--- config.mk ---
export PLATFORM = sky130hd
export DESIGN_NAME = counter_param
export DESIGN_NICKNAME = d
export VERILOG_FILES = /design/src/rtl/counter_pkg.sv /design/src/rtl/counter_param.sv
export SDC_FILE = /design/constraint.sdc
export NUM_CORES = 1
export LEC_CHECK = 0
export ABC_AREA = 1
export BUFFER_PORTS_ARGS = -buffer_cell sky130_fd_sc_hd__buf_4
export CAP_MARGIN = 40
export CORE_ASPECT_RATIO = 1.1
export CORE_MARGIN = 3
export CORE_UTILIZATION = 44
export CTS_CLUSTER_SIZE = 16
export DETAILED_ROUTE_END_ITERATION = 12
export PLACE_DENSITY = 0.74
export SYNTH_ARGS = -nofsm -noshare
export SYNTH_HDL_FRONTEND = slang
export SYNTH_SLANG_ARGS = --single-unit
--- constraint.sdc ---
create_clock -name clk -period 2.4 [get_ports clk]
set_input_delay 0 -clock clk [delete_from_list [all_inputs] [get_ports clk]]
set_output_delay 0 -clock clk [all_outputs]
set_load 0.01 [all_outputs]
--- src/rtl/counter_pkg.sv ---
// Shared encodings for the parameterised up/down counter.
package counter_pkg;

   // Counting mode selected on the mode input; the reserved code behaves as wrap.
   typedef enum logic [1:0] {
      MODE_WRAP    = 2'b00,
      MODE_SAT     = 2'b01,
      MODE_ONESHOT = 2'b10,
      MODE_RSVD    = 2'b11
   } mode_e;

   // One-shot sequencer states.
   typedef enum logic [1:0] {
      ST_IDLE = 2'b00,
      ST_RUN  = 2'b01,
      ST_DONE = 2'b10
   } state_e;

endpackage

--- src/rtl/counter_param.sv ---
// Up/down counter with programmable limit: wrap, saturate and one-shot modes,
// registered terminal-count pulse and sticky overflow flag.
module counter_param
   import counter_pkg::*;
#(
   parameter int               WIDTH     = 8,
   parameter logic [WIDTH-1:0] RESET_VAL = '0
) (
   input  logic             clk,
   input  logic             reset,
   input  logic             en,
   input  logic             up,
   input  logic             load,
   input  logic [WIDTH-1:0] load_val,
   input  logic [WIDTH-1:0] limit,
   input  logic [1:0]       mode,
   input  logic             start,
   input  logic             clr_flags,
   output logic [WIDTH-1:0] count,
   output logic             tc,
   output logic             ovf,
   output logic             busy
);

   logic [WIDTH-1:0] count_q, count_d;
   logic             tc_q, tc_d;
   logic             ovf_q, ovf_d;
   state_e           state_q, state_d;

   logic [WIDTH-1:0] step_val;
   logic [WIDTH-1:0] end_val;
   logic             at_top;
   logic             at_bot;
   logic             ovf_set;
   logic             is_oneshot;

   // Terminal detection: a count above limit (only reachable by load) counts as top.
   assign at_top     = up && (count_q >= limit);
   assign at_bot     = !up && (count_q == '0);
   assign step_val   = up ? count_q + WIDTH'(1) : count_q - WIDTH'(1);
   assign end_val    = up ? limit : '0;
   assign is_oneshot = (mode == MODE_ONESHOT);

   // Next-state logic: load beats start, start beats an enabled step.
   always_comb begin
      count_d = count_q;
      tc_d    = 1'b0;
      ovf_set = 1'b0;
      state_d = state_q;

      if (!is_oneshot) begin
         state_d = ST_IDLE;
      end

      if (load) begin
         count_d = load_val;
      end else if (is_oneshot && start && (state_q != ST_RUN)) begin
         count_d = up ? '0 : limit;
         state_d = ST_RUN;
      end else if (en) begin
         case (mode)
            MODE_SAT: begin
               if (at_top || at_bot) begin
                  tc_d    = 1'b1;
                  ovf_set = 1'b1;
               end else begin
                  count_d = step_val;
               end
            end
            MODE_ONESHOT: begin
               if (state_q == ST_RUN) begin
                  if (at_top || at_bot) begin
                     state_d = ST_DONE;
                     tc_d    = 1'b1;
                  end else begin
                     count_d = step_val;
                     if (step_val == end_val) begin
                        state_d = ST_DONE;
                        tc_d    = 1'b1;
                     end
                  end
               end
            end
            default: begin
               if (at_top) begin
                  count_d = '0;
                  tc_d    = 1'b1;
                  ovf_set = 1'b1;
               end else if (at_bot) begin
                  count_d = limit;
                  tc_d    = 1'b1;
                  ovf_set = 1'b1;
               end else begin
                  count_d = step_val;
               end
            end
         endcase
      end

      ovf_d = ovf_set | (ovf_q & ~clr_flags);
   end

   // State register with asynchronous active-low reset.
   always_ff @(posedge clk or negedge reset) begin
      if (!reset) begin
         count_q <= RESET_VAL;
         tc_q    <= 1'b0;
         ovf_q   <= 1'b0;
         state_q <= ST_IDLE;
      end else begin
         count_q <= count_d;
         tc_q    <= tc_d;
         ovf_q   <= ovf_d;
         state_q <= state_d;
      end
   end

   assign count = count_q;
   assign tc    = tc_q;
   assign ovf   = ovf_q;
   assign busy  = (state_q == ST_RUN);

endmodule

======== Word-level counts from Yosys, hierarchy flattened ========
Cells that the tools add are included.
operators by class
  bitwise logic cells ..................... 3
  muxes and demuxes ....................... 33
  reduce and logical (&&, ||, !) cells .... 9
  div/mod/pow operators ................... 0
  equality and inequality tests ........... 6
  multipliers ............................. 0
  add/sub/neg operators ................... 2
  shift-type cells ........................ 0
  order comparisons ....................... 1
operators by type and width
  cell                                                                    number
  8-bit 2-to-1 mux                                                        10
  2-bit 2-to-1 mux                                                        8
  8-bit one-hot mux with 2 select lines                                   1
  1-bit 2-to-1 mux                                                        12
  8-bit by 1-bit adder with 8-bit output (second input constant)          1
  8-bit equality test                                                     1
  8-bit >= comparator                                                     1
  8-bit logical NOT                                                       1
  8-bit by 1-bit subtractor with 8-bit output (second input constant)     1
  2-bit by 1-bit equality test with 1-bit output (second input constant)  2
  1-bit logical AND                                                       4
  4-bit by 3-bit != test with 1-bit output (second input constant)        1
  1-bit one-hot mux with 2 select lines                                   2
  3-bit nonzero test                                                      1
  2-bit equality test (second input constant)                             1
  2-bit by 1-bit != test with 1-bit output (second input constant)        1
  2-bit AND reduction                                                     1
  1-bit bitwise AND                                                       1
  1-bit logical NOT                                                       1
  1-bit logical OR                                                        1
  1-bit NOT                                                               1
  1-bit bitwise OR                                                        1
storage, ports and cells
  memory bits (read-only) ................. 0
  memories kept ........................... 0
  latch bits .............................. 0
  word-level logic and storage cells ...... 58
  memory bits (writable) .................. 0
  bits in registers ....................... 12

======== Logic depth before layout (Yosys ltp) ========
Gate-level depths: netlist (run 1).
  depth after elaboration ................. 10
  gate-level depth with buffers ........... 18
  gate-level depth less buffers ........... 17

======== Worst setup path after synthesis (run 1) ========
OpenSTA, ideal clock, no wires.
  kind .................................... register to register
  start point ............................. reg count_q[0], in the netlist count[0]
  end point ............................... reg state_q[0]
  path slack .............................. 0.390 ns
  clock period less this slack ............ 2.010 ns
  stages on the path, launching flop included .. 18
  path buffers ............................ 0
  required time ........................... 2.283 ns
  arrival ................................. 1.893 ns
  setup time .............................. 0.117 ns
  cells stage by stage .................... dfrtp_1 -> inv_2 -> fa_1 -> inv_1 -> nand2_1 -> nand2_1 -> inv_1 -> nand2_1 -> nor2_1 -> nand2_1 -> nor2_1 -> nand2_1 -> nor2_1 -> nand2_1 -> nand2_2 -> nand3_1 -> nand2_1 -> nand2_1
on the way
  cells in the longest elaborated chain, start to end .. 10
RTL lines
  what                                                                                                   RTL line              RTL
  start: declaration                                                                                     counter_param.sv:25   logic [WIDTH-1:0] count_q, count_d;
  start signal: assignment                                                                               counter_param.sv:111  count_q <= count_d;
  8-bit by 1-bit subtractor with 8-bit output or 8-bit by 1-bit adder with 8-bit output (tied branches)  counter_param.sv:40   assign step_val = up ? count_q + WIDTH'(1) : count_q - WIDTH'(1);
  8-bit 2-to-1 mux                                                                                       counter_param.sv:40
  8-bit equality test                                                                                    counter_param.sv:77   if (step_val == end_val) begin
  2-bit 2-to-1 mux                                                                                       counter_param.sv:77
  2-bit 2-to-1 mux *                                                                                     counter_param.sv:72   if (at_top || at_bot) begin
  2-bit 2-to-1 mux *                                                                                     counter_param.sv:71   if (state_q == ST_RUN) begin
  2-bit 2-to-1 mux *                                                                                     counter_param.sv:61   case (mode)
  2-bit 2-to-1 mux *                                                                                     counter_param.sv:60   end else if (en) begin
  2-bit 2-to-1 mux *                                                                                     counter_param.sv:57   end else if (is_oneshot && start && (state_q != ST_RUN)) begin
  2-bit 2-to-1 mux *                                                                                     counter_param.sv:55   if (load) begin
  via state_d[0]                                                                                         counter_param.sv:28   state_e state_q, state_d;
  end signal: assignment                                                                                 counter_param.sv:114  state_q <= state_d;
  end: declaration                                                                                       counter_param.sv:28
The timed path passes the listed nets; every way through them passes the cells marked *.
A chain may end at the register's enable or synchronous reset.

======== Worst setup path after layout (run 1) ========
  start point ............................. reg count_q[2], in the netlist count[2]
  end point ............................... reg state_q[0]
The elaborated chain is that of the path after synthesis.

==> results of run 1 <==
[path summary, 6_finish.rpt]
path | start | end | cells past startpoint
max | count[2]$_DFFE_PN0P_ | state_q[0]$_DFF_PN0_ | 14
min | en | state_q[1]$_DFF_PN0_ | 3
max reg2reg | count[2]$_DFFE_PN0P_ | state_q[0]$_DFF_PN0_ | 14
min reg2reg | state_q[1]$_DFF_PN0_ | state_q[1]$_DFF_PN0_ | 2
max in group asynchronous | reset | count[1]$_DFFE_PN0P_ | 2
min in group asynchronous | reset | state_q[0]$_DFF_PN0_ | 2
[worst max-delay path: stages, from the launching register on]
cell and delay (ns):
dfrtp_1 0.45, ha_2 0.41, nand3_1 0.12, nand3_1 0.14, nand2_1 0.12, nand2_1 0.10
nand2_1 0.07, nand3_1 0.07, nand2_1 0.05, nor2_1 0.11, nand2_1 0.11, nand2_2 0.10
nand3_1 0.08, nand2_1 0.06, nand2_1 0.04
[registers in the layout, indices dropped and copies added (netlist names)]
register and count:
count 8, state_q 2, tc 1, ovf 1
[final cells by class]
class                   count  area (um2)  area share
well taps                  50       62.56     0.02879
repair buffers             47       357.8      0.1647
flip-flops and latches     12       301.5      0.1387
clock buffers               3       41.29     0.01900
multi-input cells         230        1219      0.5607
inverters                  51       191.4     0.08808
[per-layer routing]
layer  GRT usage  vias to the layer above  wire, um  part of all wire
met1      0.2602                      868      2062              0.44
li1            -                     1046         -                 -
met3     0.03096                       11       227             0.048
met2      0.3608                       47      2294              0.49
met5           0                        -         0                 0
met4     0.09707                        0       125             0.027
[stage by stage]
| step | util | area [um2] | worst slack, ns | power (uW) |
|---|---|---|---|---|
| floorplan | - | 1739 | 0.3899 | 886.3 |
| global placement | 0.5598 | 2078 | 0.1947 | 1131 |
| detailed placement | 0.5598 | 2078 | 0.2020 | 1141 |
| CTS | 0.5763 | 2140 | 0.1928 | 1333 |
| global route | 0.5854 | 2173 | 0.01337 | 1523 |
| finish | 0.5854 | 2173 | 0.2502 | 1368 |
[cell usage in the layout (no fill, tap or decap), types with 2 or more instances in the layout]
cell	netlist	layout
nand2_1	104	104
inv_1	48	48
buf_4	0	45
nand3_1	34	34
nor2_1	28	28
ha_1	16	15
o21ai_0	11	11
dfrtp_1	12	11
a21oi_1	6	6
nand4_1	4	4
nand3_2	4	4
nand2_2	4	4
o2111ai_1	4	4
o211ai_1	3	3
clkbuf_8	0	3
inv_2	2	2
o21a_1	2	2
o21bai_1	2	2
dlygate4sd3_1	0	2
[what timing repair did]
| item | CTS | global route |
|---|---|---|
| gates resized for setup | 0 | 2 |
| buffers inserted | 0 | 4 |
| hold endpoints to repair | 13 | 0 |
| endpoints found under the setup margin | 0 | 3 |
| hold buffers | 2 | 0 |
[Yosys cell counts]
cell type  count  share of area
a21boi_4       1          0.011
a21oi_1        6          0.017
a21oi_2        1         0.0050
a31o_2         1         0.0050
buf_2          1         0.0029
buf_6          2          0.013
clkbuf_1       1         0.0022
clkinv_1       1         0.0022
dfrtp_1       12           0.17
fa_1           1          0.012
ha_1          16           0.12
inv_1         48           0.10
inv_2          2         0.0043
nand2_1      104           0.22
nand2_2        4          0.014
nand3_1       34          0.098
nand3_2        4          0.023
nand3b_1       1         0.0043
nand4_1        4          0.014
nor2_1        28          0.060
nor3_1         1         0.0029
nor3_2         1         0.0058
o2111ai_1      4          0.020
o211ai_1       3          0.013
o21a_1         2         0.0086
o21ai_0       11          0.032
o21bai_1       2         0.0086
xor2_1         1         0.0050
[kinds of logic after synthesis]
family / after synthesis / synth area share
buffers and inverters: 55 / 0.1280
DFF: 12 / 0.1727
xor gates and xnor gates: 1 / 0.005037
and+or+nand+nor: 181 / 0.4475
adders and majority gates: 17 / 0.1266
AOI/OAI and AO/OA: 31 / 0.1201
[power by group]
group | internal (uW) | total [uW] | switching, uW
clock network | 111 | 186 | 75.3
registers | 240 | 289 | 48.9
logic | 379 | 893 | 514
total | 729 | 1370 | 639
==> metrics.cfg, run 1 <==
[route]
drc = 0
viasPerCell = 5.018
drtIter0Drc = 83
num_vias = 1972
ant_nets = 0
route.detailed.wl_per_inst_um = 11.98
drt-total-wl_mm = 4.710
firstDrtPassIters = 5

[place]
hpwl_mm = 3.760
gp_congestion = 0.9007
dp.cells = 384
io_buffers = 35

[power]
p_per_area_mw_per_mm2 = 629.3
ir_drop_v = 0.0004987
p_leak_uw = 0.001296

[setup_path]
cp_data_arrival_time_ns = 2.28
end_kind = register
cp_max_fo = 6
critPathKind = register to register
required_ns = 2.53
rrSetupSlack_ns = 0.25
start_kind = register

[final_layout]
fillers = 385
syn2layout_area_growth_pct = 24.96
finish.net_count = 387
finalNonFillerCells = 393
drive_above_1_share = 0.1866
antennaDiodeCount = 0

[clock_tree]
cts_buffers = 3
clockBufferDepth = 2
cts_root_buf = clkbuf_8
clk_latency_ns = 0.24
htree_levels = 1
clock-sinks = 12
path_clk_slew_ns = 0.05
cts_tree = built

[timing]
finalCritPeriodShare = 0.8957
clock-skew-final_ns = 0.003104
worstMarginPinSlew_ns = 0.4957
rsz0062_at_grt = false
slew-limit-headroom = 0.6675
period_needed_ns = 2.150
hold_viol = 0
slew_violations = 0
max_freq_mhz = 465.2
fin_tns_setup_ns = 0
hold_ws_ns = 0.01431
setup_violations = 0

[die]
dieArea_mm2 = 0.004744
core_mm2 = 0.003712
initial_core_util = 0.4685
ios = 36
fp.dieH_um = 71.94
core.rowCount = 23
fp.dieW_um = 65.95

[global_routing]
grt_use_total = 0.2110
grt_pass1_vias = 1902
antenna_found_initial = 0
overflow = 0
grt_max_degree = 19
grt_pass1_wl_mm = 8.004

[job]
cap_violations = 0

[yosys]
syn_avg_cell_area_um2 = 5.856
synth_cell_type_count = 28
yosysWarnings = 0
yosysSeqAreaShare = 0.1727
synth.net_count = 339
postSynthCellCount = 297
syn-cell-area_mm2 = 0.001739
ys_ff_latch = 12

[outcome]
status = finished, final reports clean

[worst_hold_path]
hold_path.class = primary input to register

Note: power is estimated with default switching activity, not from simulation.
==> run 2, diff against run 1 <==
--- a/config.mk
+++ b/config.mk
@@ -11,8 +11,8 @@
 export CORE_ASPECT_RATIO = 1.1
 export CORE_MARGIN = 3
-export CORE_UTILIZATION = 44
+export CORE_UTILIZATION = 51
 export CTS_CLUSTER_SIZE = 16
 export DETAILED_ROUTE_END_ITERATION = 12
-export PLACE_DENSITY = 0.74
+export PLACE_DENSITY = 0.83
 export SYNTH_ARGS = -nofsm -noshare
 export SYNTH_HDL_FRONTEND = slang
==> constraint.sdc (replaced) <==
create_clock -name clk -period 2.4 [get_ports clk]
set_input_delay 0.12 -clock clk [delete_from_list [all_inputs] [get_ports clk]]
set_output_delay 0.12 -clock clk [all_outputs]
set_load 0.01 [all_outputs]
==> run 2 against run 1 <==
- largest power group unchanged
- highest routed layer unchanged
- first-iteration DRC count up 94%
- sequential share of layout area increased by 0.54 points
- largest cell class unchanged
- combinational power fell by 5.8%
- power fell by 7.8%
- global-route usage is 3.3 points higher
- non-clock buffer count shrank 6
- fmax grew 1.2%
- count of clock-buffer cells in the layout stayed put
- hold slack got worse by 0.0023 ns
- sequential cell count did not move
- register-to-register slack gained 0.03 ns
- sequential power grew 2%
==> metrics.cfg, run 2 (same netlist as run 1, synthesis figures left out) <==
[place]
gp_congestion = 0.9329  ; was 0.9007
hpwl_mm = 3.669  ; was 3.760 mm
io_buffers = 35  ; unchanged
pre_cts_slack_ns = 0.2713  ; was 0.2020 ns

[setup_path]
cp_max_fo = 6  ; unchanged
cp_top_family = simple AND/OR/NAND/NOR gates  ; unchanged
required_ns = 2.57  ; was 2.53 ns
critPathMostFrequentCell = nand2_1  ; unchanged
start_kind = register  ; unchanged
critPathSlowestCell = fa_1  ; was dfrtp_1
cp_data_arrival_time_ns = 2.30  ; was 2.28 ns
critPathKind = register to register  ; unchanged
timing.rr.start = count[0]$_DFFE_PN0P_  ; was count[2]$_DFFE_PN0P_
cp_num_buf_inv = 3  ; was 0
path_cells = inv_2, fa_1, inv_1, nand2_1, nand2_1, inv_1, nand2_1, nor2_1, nand2_1, nor2_1, nand2_1, nor2_1, nand2_1, nand2_2, nand3_1, nand2_1, nand2_1  ; was ha_2, nand3_1, nand3_1, nand2_1, nand2_1, nand2_1, nand3_1, nand2_1, nor2_1, nand2_1, nand2_2, nand3_1, nand2_1, nand2_1
max_stage_delay_ns = 0.55  ; was 0.45 ns
end_kind = register  ; unchanged
startpoint = count[0]$_DFFE_PN0P_  ; was count[2]$_DFFE_PN0P_

[timing]
clock-skew-final_ns = 0.002112  ; was 0.003104 ns
fin_tns_setup_ns = 0  ; unchanged
worstMarginPinSlew_ns = 0.5026  ; was 0.4957 ns
finalCritPeriodShare = 0.8850  ; was 0.8957
slew-limit-headroom = 0.6629  ; was 0.6675
period_needed_ns = 2.124  ; was 2.150 ns
slew_violations = 0  ; unchanged
hold_ws_ns = 0.01197  ; was 0.01431 ns
rsz0062_at_grt = false  ; unchanged
worst_slack_ns = 0.2761  ; was 0.2502 ns
hold_viol = 0  ; unchanged
max_freq_mhz = 470.8  ; was 465.2 MHz
setup_violations = 0  ; unchanged

[route]
drt-total-wl_mm = 4.466  ; was 4.710 mm
ant_nets = 0  ; unchanged
drtIter0Drc = 161  ; was 83
firstDrtPassIters = 4  ; was 5
num_vias = 1949  ; was 1972
viasPerCell = 5.253  ; was 5.018
drc = 0  ; unchanged
route.detailed.wl_per_inst_um = 12.04  ; was 11.98 um

[die]
ios = 36  ; unchanged
dieArea_mm2 = 0.004148  ; was 0.004744 mm2
core_mm2 = 0.003153  ; was 0.003712 mm2
core.rowCount = 21  ; was 23
initial_core_util = 0.5516  ; was 0.4685
fp.dieH_um = 67.25  ; was 71.94 um
fp.dieW_um = 61.68  ; was 65.95 um

[global_routing]
grt_pass1_wl_mm = 7.714  ; was 8.004 mm
grt_pass1_vias = 1882  ; was 1902
grt_use_total = 0.2439  ; was 0.2110
antenna_found_initial = 0  ; unchanged
overflow = 0  ; unchanged
grt_max_degree = 19  ; unchanged

[power]
ir_drop_v = 0.0003995  ; was 0.0004987 V
p_per_area_mw_per_mm2 = 605.6  ; was 629.3 mW/mm2
p_leak_uw = 0.001263  ; was 0.001296 uW

[final_layout]
final_cell_mix = nand2_1 (104), inv_1 (48), buf_4 (40)  ; was nand2_1 (104), inv_1 (48), buf_4 (45)
finish.net_count = 381  ; was 387
fillers = 308  ; was 385
drive_above_1_share = 0.1691  ; was 0.1866
multi_input_area_mm2 = 0.001216  ; was 0.001219 mm2
mostFrequentLayoutCell = nand2_1  ; unchanged
largest_register_ffs = 8  ; unchanged
syn2layout_area_growth_pct = 19.78  ; was 24.96%
seqCellArea_um2 = 300.3  ; was 301.5 um2
antennaDiodeCount = 0  ; unchanged

[clock_tree]
cts-hold-fix-buffers = 1  ; was 2
cts_root_buf = clkbuf_4  ; was clkbuf_8
clockBufferDepth = 2  ; unchanged
cts.repair.resized = 0  ; unchanged
cts_tree = built  ; unchanged
clk_latency_ns = 0.28  ; was 0.24 ns
cts_buffers = 3  ; unchanged
path_clk_slew_ns = 0.07  ; was 0.05 ns
postCtsSetupBuffers = 0  ; unchanged
clock-sinks = 12  ; unchanged
htree_levels = 1  ; unchanged

[worst_hold_path]
hp-start = clr_flags  ; was en
hold_path.class = primary input to register  ; unchanged

[outcome]
status = finished, final reports clean  ; unchanged

[job]
cap_violations = 0  ; unchanged

==> run 2: final cells by class <==
class	instances	share of cell area
flip-flops and latches	12	0.1441
inverters	51	0.09189
multi-input cells	230	0.5838
well taps	34	0.02042
repair buffers	41	0.1489
clock buffers	3	0.01081
==> run 2: worst reg2reg max path: stages (launching register included) <==
cell,delay [ns]
dfrtp_1,0.46
inv_2,0.11
fa_1,0.55
inv_1,0.06
nand2_1,0.06
nand2_1,0.05
inv_1,0.04
nand2_1,0.04
nor2_1,0.07
nand2_1,0.05
nor2_1,0.07
nand2_1,0.05
nor2_1,0.07
nand2_1,0.07
nand2_2,0.08
nand3_1,0.07
nand2_1,0.06
nand2_1,0.04
==> run 2: where the power goes <==
group          switching (uW)  leakage, uW  internal (uW)  total [uW]
Sequential               56.2     0.000150            238         294
Combinational             495      0.00110            346         841
Clock                    67.5    0.0000138           58.4         126
==> run 2: through the flow <==
step	cells	area [um2]	utilization	total power, uW
final	371	2083	0.6607	1262
after detailed placement	367	2051	0.6504	1133
after floorplan	297	1739	-	886.3
after CTS	371	2083	0.6607	1268
after global placement	367	2051	0.6504	1118
after global routing	371	2083	0.6607	1416
==> run 2: worst paths after layout <==
path                                   endpoint  slack (ns)  cells past startpoint
max                        state_q[0]$_DFF_PN0_        0.28                     17
min                               ovf$_DFF_PN0_        0.01                      2
max reg2reg                state_q[0]$_DFF_PN0_        0.28                     17
min reg2reg                state_q[1]$_DFF_PN0_        0.54                      2
max in group asynchronous  state_q[0]$_DFF_PN0_        2.04                      2
min in group asynchronous  count[0]$_DFFE_PN0P_        0.20                      2
==> run 2: per-layer routing <==
metal	track usage	part of all wire	up-vias	wire (um)
met5	0	0	-	0
met4	0.1167	0.022	0	100
met3	0.02294	0.058	10	257
met2	0.4123	0.47	69	2101
met1	0.3046	0.45	834	2007
li1	-	-	1036	-
